File: config.mk
export PLATFORM = sky130hd
export DESIGN_NAME = intr_vec_dispatch
export DESIGN_NICKNAME = d
export VERILOG_FILES = /design/src/rtl/intr_vec_dispatch.sv
export SDC_FILE = /design/constraint.sdc
export NUM_CORES = 1
export LEC_CHECK = 0
export CORE_MARGIN = 5
export CORE_UTILIZATION = 50
export DETAILED_ROUTE_END_ITERATION = 7
export PLACE_DENSITY_LB_ADDON = 0.15
export SLEW_MARGIN = 20
export SYNTH_ARGS = -nofsm -noshare
export SYNTH_HDL_FRONTEND = slang
export SYNTH_SLANG_ARGS = --single-unit
File: constraint.sdc
create_clock -name clk -period 14.6 [get_ports clk]
set_input_delay 4.38 -clock clk [delete_from_list [all_inputs] [get_ports clk]]
set_output_delay 4.38 -clock clk [all_outputs]
set_load 0.02 [all_outputs]
File: src/rtl/intr_vec_dispatch.sv
// Interrupt vector dispatcher: latches encoder events into pending bits, masks them,
// offers one vector round-robin to the CPU and tracks it in service until EOI or timeout.
module intr_vec_dispatch #(
    parameter int unsigned PORTS   = 32,
    parameter int unsigned TIMEOUT = 255,
    localparam int unsigned W      = (PORTS > 1) ? $clog2(PORTS) : 1
) (
    input  logic             clk,
    input  logic             rst_n,
    input  logic             vec_req,
    input  logic [W-1:0]     vec_num,
    input  logic             mask_wr,
    input  logic [PORTS-1:0] mask_data,
    output logic             cpu_valid,
    output logic [W-1:0]     cpu_num,
    input  logic             cpu_ready,
    input  logic             eoi,
    input  logic [W-1:0]     eoi_num,
    output logic [PORTS-1:0] pending,
    output logic             busy,
    output logic             timeout_err
);

    localparam int unsigned TW = (TIMEOUT == 0) ? 1 : $clog2(TIMEOUT + 1);

    localparam logic [1:0] S_IDLE    = 2'd0;
    localparam logic [1:0] S_SELECT  = 2'd1;
    localparam logic [1:0] S_OFFER   = 2'd2;
    localparam logic [1:0] S_SERVICE = 2'd3;

    logic [1:0]       state_q, state_d;
    logic [PORTS-1:0] pending_q, pending_d;
    logic [PORTS-1:0] enable_q, enable_d;
    logic [W-1:0]     last_q, last_d;
    logic [W-1:0]     sel_q, sel_d;
    logic [TW-1:0]    timer_q, timer_d;
    logic             vec_req_q;
    logic             tmo_q, tmo_d;

    logic             rise;
    logic [PORTS-1:0] set_v, clr_v, cand;
    logic             found;
    logic [W-1:0]     nxt;
    logic [31:0]      idx;

    assign rise = vec_req & ~vec_req_q;
    assign cand = pending_q & enable_q;

    // Out-of-range vector numbers never match a bit and are dropped.
    always_comb begin
        set_v = '0;
        for (int unsigned i = 0; i < PORTS; i++) begin
            set_v[i] = rise && (32'(vec_num) == i);
        end
    end

    always_comb begin
        found = 1'b0;
        nxt   = '0;
        idx   = '0;
        for (int unsigned i = 0; i < PORTS; i++) begin
            idx = (32'(last_q) + 32'd1 + i) % PORTS;
            if (!found && cand[idx[W-1:0]]) begin
                found = 1'b1;
                nxt   = idx[W-1:0];
            end
        end
    end

    always_comb begin
        state_d  = state_q;
        sel_d    = sel_q;
        last_d   = last_q;
        timer_d  = timer_q;
        tmo_d    = 1'b0;
        clr_v    = '0;
        enable_d = mask_wr ? mask_data : enable_q;
        case (state_q)
            S_IDLE: begin
                if (|cand) state_d = S_SELECT;
            end
            S_SELECT: begin
                if (found) begin
                    sel_d   = nxt;
                    state_d = S_OFFER;
                end else begin
                    state_d = S_IDLE;
                end
            end
            S_OFFER: begin
                if (cpu_ready) begin
                    clr_v[sel_q] = 1'b1;
                    last_d       = sel_q;
                    timer_d      = TW'(TIMEOUT);
                    state_d      = S_SERVICE;
                end
            end
            default: begin
                if (eoi && (eoi_num == sel_q)) begin
                    state_d = S_IDLE;
                end else if (TIMEOUT != 0) begin
                    timer_d = timer_q - TW'(1);
                    if (timer_q == TW'(1)) begin
                        tmo_d   = 1'b1;
                        state_d = S_IDLE;
                    end
                end
            end
        endcase
        // A new event on the vector being accepted keeps it pending.
        pending_d = (pending_q & ~clr_v) | set_v;
    end

    always_ff @(posedge clk or negedge rst_n) begin
        if (!rst_n) begin
            state_q   <= S_IDLE;
            pending_q <= '0;
            enable_q  <= '1;
            last_q    <= W'(PORTS - 1);
            sel_q     <= '0;
            timer_q   <= '0;
            vec_req_q <= 1'b0;
            tmo_q     <= 1'b0;
        end else begin
            state_q   <= state_d;
            pending_q <= pending_d;
            enable_q  <= enable_d;
            last_q    <= last_d;
            sel_q     <= sel_d;
            timer_q   <= timer_d;
            vec_req_q <= vec_req;
            tmo_q     <= tmo_d;
        end
    end

    assign cpu_valid   = (state_q == S_OFFER);
    assign cpu_num     = sel_q;
    assign pending     = pending_q;
    assign busy        = (state_q == S_OFFER) || (state_q == S_SERVICE);
    assign timeout_err = tmo_q;

endmodule
Word-level counts from Yosys, hierarchy flattened
Index checks and enable logic that the tools add are counted.
{"block": "classes", "add_sub_neg": 33, "magnitude_cmp": 34, "eq_ne": 39, "muxes": 144, "n_bitwise": 7, "n_reduce_logical": 107}
{"cell": "5-bit by 6-bit < comparator with 1-bit output, second input constant", "n": 33}
{"cell": "1-bit binary-select mux with 5-bit select", "n": 32}
{"cell": "5-bit 2-to-1 mux", "n": 32}
{"cell": "5-bit adder, second input constant", "n": 16}
{"cell": "5-bit equality test, second input constant", "n": 16}
{"cell": "1-bit 2-to-1 mux", "n": 68}
{"cell": "1-bit logical AND", "n": 65}
{"cell": "32-bit bitwise AND", "n": 2}
{"cell": "32-bit 2-to-1 mux", "n": 2}
{"cell": "5-bit by 4-bit adder with 5-bit output, second input constant", "n": 8}
{"cell": "5-bit by 4-bit equality test with 1-bit output, second input constant", "n": 8}
{"cell": "32-bit NOT", "n": 1}
{"cell": "32-bit bitwise OR", "n": 1}
{"cell": "32-bit OR reduction", "n": 1}
{"cell": "1-bit zero test", "n": 31}
{"cell": "5-bit by 3-bit adder with 5-bit output, second input constant", "n": 4}
{"cell": "5-bit by 3-bit equality test with 1-bit output, second input constant", "n": 4}
{"cell": "8-bit 2-to-1 mux", "n": 2}
{"cell": "8-bit one-hot mux with 2 select lines", "n": 1}
{"cell": "5-bit by 1-bit adder with 5-bit output, second input constant", "n": 2}
{"cell": "5-bit by 2-bit adder with 5-bit output, second input constant", "n": 2}
{"cell": "5-bit by 2-bit equality test with 1-bit output, second input constant", "n": 2}
{"cell": "2-bit 2-to-1 mux", "n": 5}
{"cell": "8-bit by 1-bit equality test with 1-bit output, second input constant", "n": 1}
{"cell": "20 further kinds", "n": 25}
{"block": "word_totals", "register_bits": 86, "input_bits": 48, "out_inout_bits": 40, "word_cells": 372}

Longest topological paths before layout
{"block": "depth", "depth_word": 99, "ltp_mapped": 25, "mapped_depth_nobuf": 18}

Least setup slack after synthesis
OpenSTA, ideal clock, no wires.
{"block": "synth_timing", "path_type": "input to register", "from": "input eoi_num[1]", "to": "register state_q[0]", "setup_ns": 0.083, "arrival_ns": 5.920, "required_ns": 14.517, "slack_ns": 8.598, "cell_stages": 7, "n_path_buf": 0, "cell_sequence": "xor2_1 nor4_1 nand3_1 nor4b_1 or3_1 or3_1 o21ai_0"}
{"block": "synth_via", "elab_chain_len": 4, "word_cells_on_any_way": 6, "classes_between": "1 x eq/ne; 2 x mux; 3 x reduce/logical"}
{"item": "start: declaration", "line_no": "18", "rtl": "input logic [W-1:0] eoi_num,"}
{"item": "5-bit equality test *", "line_no": "99", "rtl": "if (eoi && (eoi_num == sel_q)) begin"}
{"item": "1-bit logical AND *", "line_no": "99"}
{"item": "2-bit 2-to-1 mux / 5-bit nonzero test (equally long branches)"}
{"item": "2-bit one-hot mux with 3 select lines / 3-bit AND reduction (equally long branches)"}
{"item": "end signal: assignment", "line_no": "125", "rtl": "state_q <= state_d;"}
{"item": "end: declaration", "line_no": "31", "rtl": "logic [1:0] state_q, state_d;"}
Every way passes the cells marked *; elsewhere a longest branch is shown, timed or not.
A chain may end at the register's enable or synchronous reset.

Worst setup path after layout
{"block": "layout_timing", "from": "register last_q[0]", "to": "register sel_q[2], in the netlist cpu_num[2]"}
{"block": "layout_via", "elab_chain_len": 98, "word_cells_on_any_way": 223, "classes_between": "32 x add/sub; 128 x mux; 63 x reduce/logical"}
{"item": "start: declaration", "line_no": "34", "rtl": "logic [W-1:0] last_q, last_d;"}
{"item": "start signal: assignment", "line_no": "119", "rtl": "last_q <= W'(PORTS - 1);"}
{"item": "start signal: assignment", "line_no": "128", "rtl": "last_q <= last_d;"}
{"item": "5-bit by 1-bit adder with 5-bit output *", "line_no": "62", "rtl": "idx = (32'(last_q) + 32'd1 + i) % PORTS;"}
{"item": "parallel branches: the longest is 97 deep, another holds 5-bit by 1-bit adder with 5-bit output"}
{"item": "end signal: assignment", "line_no": "129", "rtl": "sel_q <= sel_d;"}
{"item": "end: declaration", "line_no": "35", "rtl": "logic [W-1:0] sel_q, sel_d;"}
Mark *: on every way between the ends. The select of a mux whose other input is x is not followed.

==> flow_metrics.env <==
export IMPL_grt_overflow=0
export IMPL_viasPerCell=7.025
export IMPL_layout_commonest_cell="nand2_1"
export IMPL_synthCells=1115
export IMPL_synth_area_sq_mm=0.009873
export IMPL_fp_dieH_microns=150.5
export IMPL_rows=51
export IMPL_coreArea_sq_mm=0.01946
export IMPL_place_area_sq_mm=0.01076
export IMPL_drt_wl_total_microns=35050
export IMPL_end_kind="flop"
export IMPL_worst_pin_slew_ns=1.186
export IMPL_dr_first_iter_drc_count=1034
export IMPL_clkSlewWorstSetupHoldPaths_ns=0.07
export IMPL_stdcell_area_sq_mm=0.01107
export IMPL_grt_total_usage=0.3089
export IMPL_cts_root_buf="clkbuf_16"
export IMPL_insertion_delay_ns=0.36
export IMPL_antenna_found_initial=0
export IMPL_hold_depth=2
export IMPL_skew_ns=0.01468
export IMPL_cts_sinks=86
export IMPL_setup_viol=0
export IMPL_cap_violations=0
export IMPL_final_cell_mix="nand2_1, o21ai_0, clkdlybuf4s50_1"
export IMPL_hold_viol_final=0
export IMPL_maxSlewHeadroom=0.2034
export IMPL_port_buffers=87
export IMPL_worst_hold_startpoint="timer_q[5]"
export IMPL_cp_start_kind="flop"
export IMPL_yosys_most_used_dff="dfrtp_1"
export IMPL_die_w_microns=150.5
export IMPL_final_antenna_net_count=0
export IMPL_crit_type="reg -> reg"
export IMPL_synth_edf_count=0
export IMPL_areaGrowthSynthToFinish_pct=12.12
export IMPL_routabilityCongestion=1.047
export IMPL_async_flop_share=1.000
export IMPL_rr_worst_depth=17
export IMPL_clockBufferDepth=2
export IMPL_htree_levels=3
export IMPL_yosysTopAreaCell="dfrtp_1"
export IMPL_cts_tree="built"
export IMPL_route_detailed_drc=0
export IMPL_n_antenna_cell=0
export IMPL_final_min_clock_period_ns=6.741
export IMPL_worstPathMaxFanout=57
export IMPL_cp_required_ns=14.83
export IMPL_drive_above_1_share=0.1721
export IMPL_vias=10024
export IMPL_finalSetupTns_ns=0
export IMPL_start_util=0.5073
export IMPL_post_cts_buffers=0
export IMPL_die_area_sq_mm=0.02266
export IMPL_ys_ff_latch=86
export IMPL_holdBufCountCts=0
export IMPL_clock_fmax_ghz=0.1484
export IMPL_finalCritPeriodShare=0.4617
export IMPL_routedWlPerCell_microns=24.56
export IMPL_dp_hpwl_microns=26610
export IMPL_grt_pass1_vias=9463
export IMPL_outcome="finished clean"
export IMPL_dr_pass1_iters=8
export IMPL_yosys_top_cells_area="dfrtp_1, dfstp_2, mux2_2, mux2i_1, mux4_2"
export IMPL_synth_avg_cell_area_sq_um=8.855
export IMPL_hp_class="reg -> reg"
export IMPL_synth_cell_types=102
export IMPL_grt_pass1_wl_microns=54540
export IMPL_yosysSeqAreaShare=0.2227
export IMPL_rsz0062_at_grt="no"
export IMPL_r2r_end="cpu_num[2]"
export IMPL_syn_nets=1177
export IMPL_min_to="timer_q[5]"
export IMPL_numCtsBuffers=9
export IMPL_pin_count=88
export IMPL_fin_nets=1219
export IMPL_grt_max_degree=84
export IMPL_cts_resized=0
export IMPL_yosys_area_top_type_share=0.1242
export IMPL_timing_rr_start="last_q[0]"
export IMPL_maxSlewViolCount=0
export IMPL_cp_arrival_ns=6.97
export IMPL_ff2ff_setup_slack_ns=7.86
export IMPL_yosysWarnings=0
[layer usage]
layer  GRT usage  share of wire  wire length [microns]  up-vias
met4      0.1212          0.039                   1381        0
met3     0.06653           0.10                   3547       98
met2      0.4763           0.45                  15710      571
li1            -              -                      -     4452
met1      0.4238           0.41                  14410     4903
met5           0              0                      0        -
[through the flow]
stage	hold slack, ns	utilization	instances	worst slack (ns)
5_1_grt	0.5621	0.5688	1427	7.493
6_report	0.5170	0.5688	1427	7.859
4_1_cts	0.5233	0.5688	1427	8.085
3_3_place_gp	0.5018	0.5531	1411	8.009
2_1_floorplan	0.4830	-	1115	8.598
3_5_place_dp	0.5006	0.5531	1411	7.952
[critical path: stages, from the launching register on]
cell and delay, ns:
dfstp_4 0.89, inv_1 0.13, buf_4 0.24, ha_4 0.59, buf_4 0.62, inv_1 0.51
buf_4 0.37, mux2_2 0.31, o22ai_1 0.13, a221oi_1 0.55, and4_1 0.36, nand4_1 0.34
or4_4 0.65, nor2_1 0.11, a221oi_1 0.06, a211oi_2 0.32, nor3_1 0.09, a221o_1 0.27
[final cells by class]
class                           instances  area (sq um)
Timing Repair Buffer                   99         958.4
Sequential cell                        86          2202
Clock inverter                          7         80.08
Clock buffer                            9         225.2
Tap cell                              265         331.6
Fill cell                            1816          8393
Inverter                               22         82.58
Multi-Input combinational cell        939          7189
[synthesized netlist by cell type, drive strengths merged (6+ instances only)]
master	n
a211oi	10
a21o	6
a21oi	36
a221oi	7
a31oi	6
and2	8
and3	15
buf	44
clkbuf	24
dfrtp	49
dfstp	37
ha	14
inv	21
mux2	60
mux2i	69
mux4	28
nand2	114
nand2b	13
nand3	35
nand3b	10
nand4	55
nand4b	34
nor2	49
nor2b	8
nor3	33
nor4	12
o2111ai	7
o211ai	10
o21a	6
o21ai	112
o221ai	7
o22ai	12
o31ai	10
or3	11
or4	6
or4bb	16
xnor2	32
xor2	7
[cells by family after synthesis]
kind of cell / Yosys count / share of synthesized area
AOI/OAI and AO/OA: 279 / 0.1858
xor gates and xnor gates: 43 / 0.04942
adders and majority gates: 14 / 0.01774
buffers and inverters: 90 / 0.05044
DFF: 86 / 0.2227
muxes: 157 / 0.2050
and+or+nand+nor: 446 / 0.2689
[worst max-delay path by stage]
stage	start	endpoint	slack [ns]	depth (start not counted)
detailed placement	eoi_num[1]	state_q[0]	7.95	8
CTS	last_q[0]	cpu_num[1]	8.08	18
global route	last_q[0]	cpu_num[1]	7.49	18
finish	last_q[0]	cpu_num[2]	7.86	17
floorplan	eoi_num[1]	state_q[0]	8.60	7
global placement	eoi_num[1]	state_q[0]	8.01	8
[sequential cells by signal, summed over array words and instances, names as in the netlist]
| register | cells |
|---|---|
| state_q | 2 |
| vec_req_q | 1 |
| timer_q | 8 |
| last_q | 5 |
| timeout_err | 1 |
| enable_q | 32 |
| cpu_num | 5 |
| pending | 32 |
Power is left out: the tool's default activity adds up to more than one toggle a clock period on the data nets, which glitch-free logic cannot reach.
==> RTL change, RTL diff (same settings) <==
Change the parameter `TIMEOUT` from 255 to 510.
--- a/src/rtl/intr_vec_dispatch.sv
+++ b/src/rtl/intr_vec_dispatch.sv
@@ -4,3 +4,3 @@
     parameter int unsigned PORTS   = 32,
-    parameter int unsigned TIMEOUT = 255,
+    parameter int unsigned TIMEOUT = 510,
     localparam int unsigned W      = (PORTS > 1) ? $clog2(PORTS) : 1
Function: not settled (the Yosys comparison gave no result); the edit may change what the design does.
==> RTL change against the unedited design <==
The run now ends with DRC left; sequential cell count grew 1; wire length grew 5.2%; final area shrank 1.4%; die area shrank 2.4%; synthesized area shrank 2.6%; setup slack lost 1.2 ns; critical path type unchanged; highest routed layer unchanged.
Power is not shown: default switching activity piles up to over one toggle a cycle in this logic, so the estimate is an artifact.
==> RTL change: results (changes against the unedited design) <==
| Metric | Value |
|---|---|
| Status | finished, violations left (was complete, no violations) |
| Failing checks | DRC |
| Largest net degree at the start of global routing | 57 (was 84) |
| Clock buffer count from CTS | 9 (unchanged) |
| DP Area | 0.0106 mm2 (was 0.0108 mm2) |
| Vias in the first global route | 9462 (was 9463) |
| Worst Skew | 0.00761 ns (was 0.0147 ns) |
| Post-CTS setup buffer count | 0 (unchanged) |
| Net Count, Synth | 1150 (was 1177) |
| Layout cells sized above 1 | 0.193 (was 0.172) |
| FF-to-FF path depth | 12 (was 17) |
| Worst-path clk slew | 0.07 ns (about the same) |
| Routed length per placed instance | 26.3 um (was 24.6 um) |
| First-pass GRT wire length | 57200 um (was 54500 um) |
| Seq/Total Area, Yosys | 0.231 (was 0.223) |
| Number of library cell types mapped by synthesis | 93 (was 102) |
| Critical path data arrival time | 8.15 ns (was 6.97 ns) |
| Post-synthesis average cell area | 8.83 um2 (was 8.85 um2) |
| Top cells by area, synth | dfrtp_1 13%, dfstp_2 10%, mux4_2 9.4% (was dfrtp_1 12%, dfstp_2 9.8%, mux2_2 6.8%) |
| Final Cycle Share | 0.542 (was 0.462) |
| Worst Setup SP | last_q[0] (unchanged) |
| Clk buf depth | 2 (unchanged) |
| DRT iter0 DRCs | 1196 (was 1034) |
| Routability cong. | 1.10 (was 1.05) |
| Last element of the critical path | cpu_num[0] (was cpu_num[2]) |
| Worst-path fanout max | 56 (was 57) |
| Max-cap violations | 0 (unchanged) |
| Worst min path class | reg -> reg (unchanged) |
| DRC viols | 1 (was 0) |
| Gr usage total | 0.335 (was 0.309) |
| Synth top cells by count | 124 x nand2_1, 115 x o21ai_0, 74 x mux2_2 (was 109 x nand2_1, 107 x o21ai_0, 67 x mux2i_1) |
| Routed vias/inst | 6.97 (was 7.02) |
| CTS-repair resized insts | 0 (unchanged) |
| Slew HR | 0.321 (was 0.203) |
| Post-DP HPWL | 28300 um (was 26600 um) |
| Placed Cells incl. Taps | 1388 (was 1411) |
| Via count | 9789 (was 10024) |
| Synth warn | 0 (unchanged) |
| Reg-to-reg slack, setup | 6.68 ns (was 7.86 ns) |
| Worst Setup Slack post-DPL | 6.88 ns (was 7.95 ns) |
| Antenna violation net count after detailed routing | 0 (unchanged) |
==> RTL change: how the worst min path moves through the flow <==
| stage | from | to | slack [ns] |
|---|---|---|---|
| 5_1_grt | timer_q[7] | timer_q[7] | 0.55 |
| 6_report | timer_q[7] | timer_q[7] | 0.52 |
| 3_5_place_dp | timer_q[7] | timer_q[7] | 0.51 |
| 3_3_place_gp | timer_q[8] | timer_q[8] | 0.51 |
| 4_1_cts | timer_q[7] | timer_q[7] | 0.53 |
| 2_1_floorplan | timer_q[8] | timer_q[8] | 0.48 |
==> RTL change: cell families after synthesis <==
logic type / Yosys count / share of synthesized area
and+or+nand+nor: 380 / 0.219
xor gates and xnor gates: 43 / 0.0462
AOI/OAI and AO/OA: 289 / 0.193
muxes: 181 / 0.250
adders and majority gates: 13 / 0.0169
buffers and inverters: 96 / 0.0438
DFF: 87 / 0.231
==> RTL change: per-layer routing <==
metal,share of wire,GRT usage,vias to the layer above
li1,-,-,4262
met1,0.40,0.446,4720
met2,0.44,0.502,637
met3,0.093,0.0631,170
met4,0.074,0.209,0
met5,0,0,-
==> RTL change: worst max-delay path: stages, from the launching register on <==
cell     delay, ns
dfstp_2       0.53
buf_4         0.53
ha_1          0.94
xnor2_4       0.41
xnor2_2       0.81
mux2i_1       0.67
mux4_2        0.55
nor2b_1       0.31
and4_1        0.49
nand4_4       0.32
or4_1         0.84
o41ai_2       0.95
mux2_2        0.41
==> RTL change: final cells by class <==
| class | instances | area (um2) |
|---|---|---|
| fillers | 1728 | 7910 |
| multi-input cells | 906 | 6980 |
| flip-flops and latches | 87 | 2220 |
| repair buffers | 101 | 973 |
| well taps | 260 | 325 |
| clock buffers | 11 | 243 |
| inverters | 34 | 129 |
| clock inverters | 5 | 41.3 |
==> RTL change: stage by stage <==
step / utilization / hold slack, ns
2_1_floorplan: - / 0.480
3_3_place_gp: 0.565 / 0.510
3_5_place_dp: 0.565 / 0.506
4_1_cts: 0.580 / 0.526
5_1_grt: 0.580 / 0.546
6_report: 0.580 / 0.523
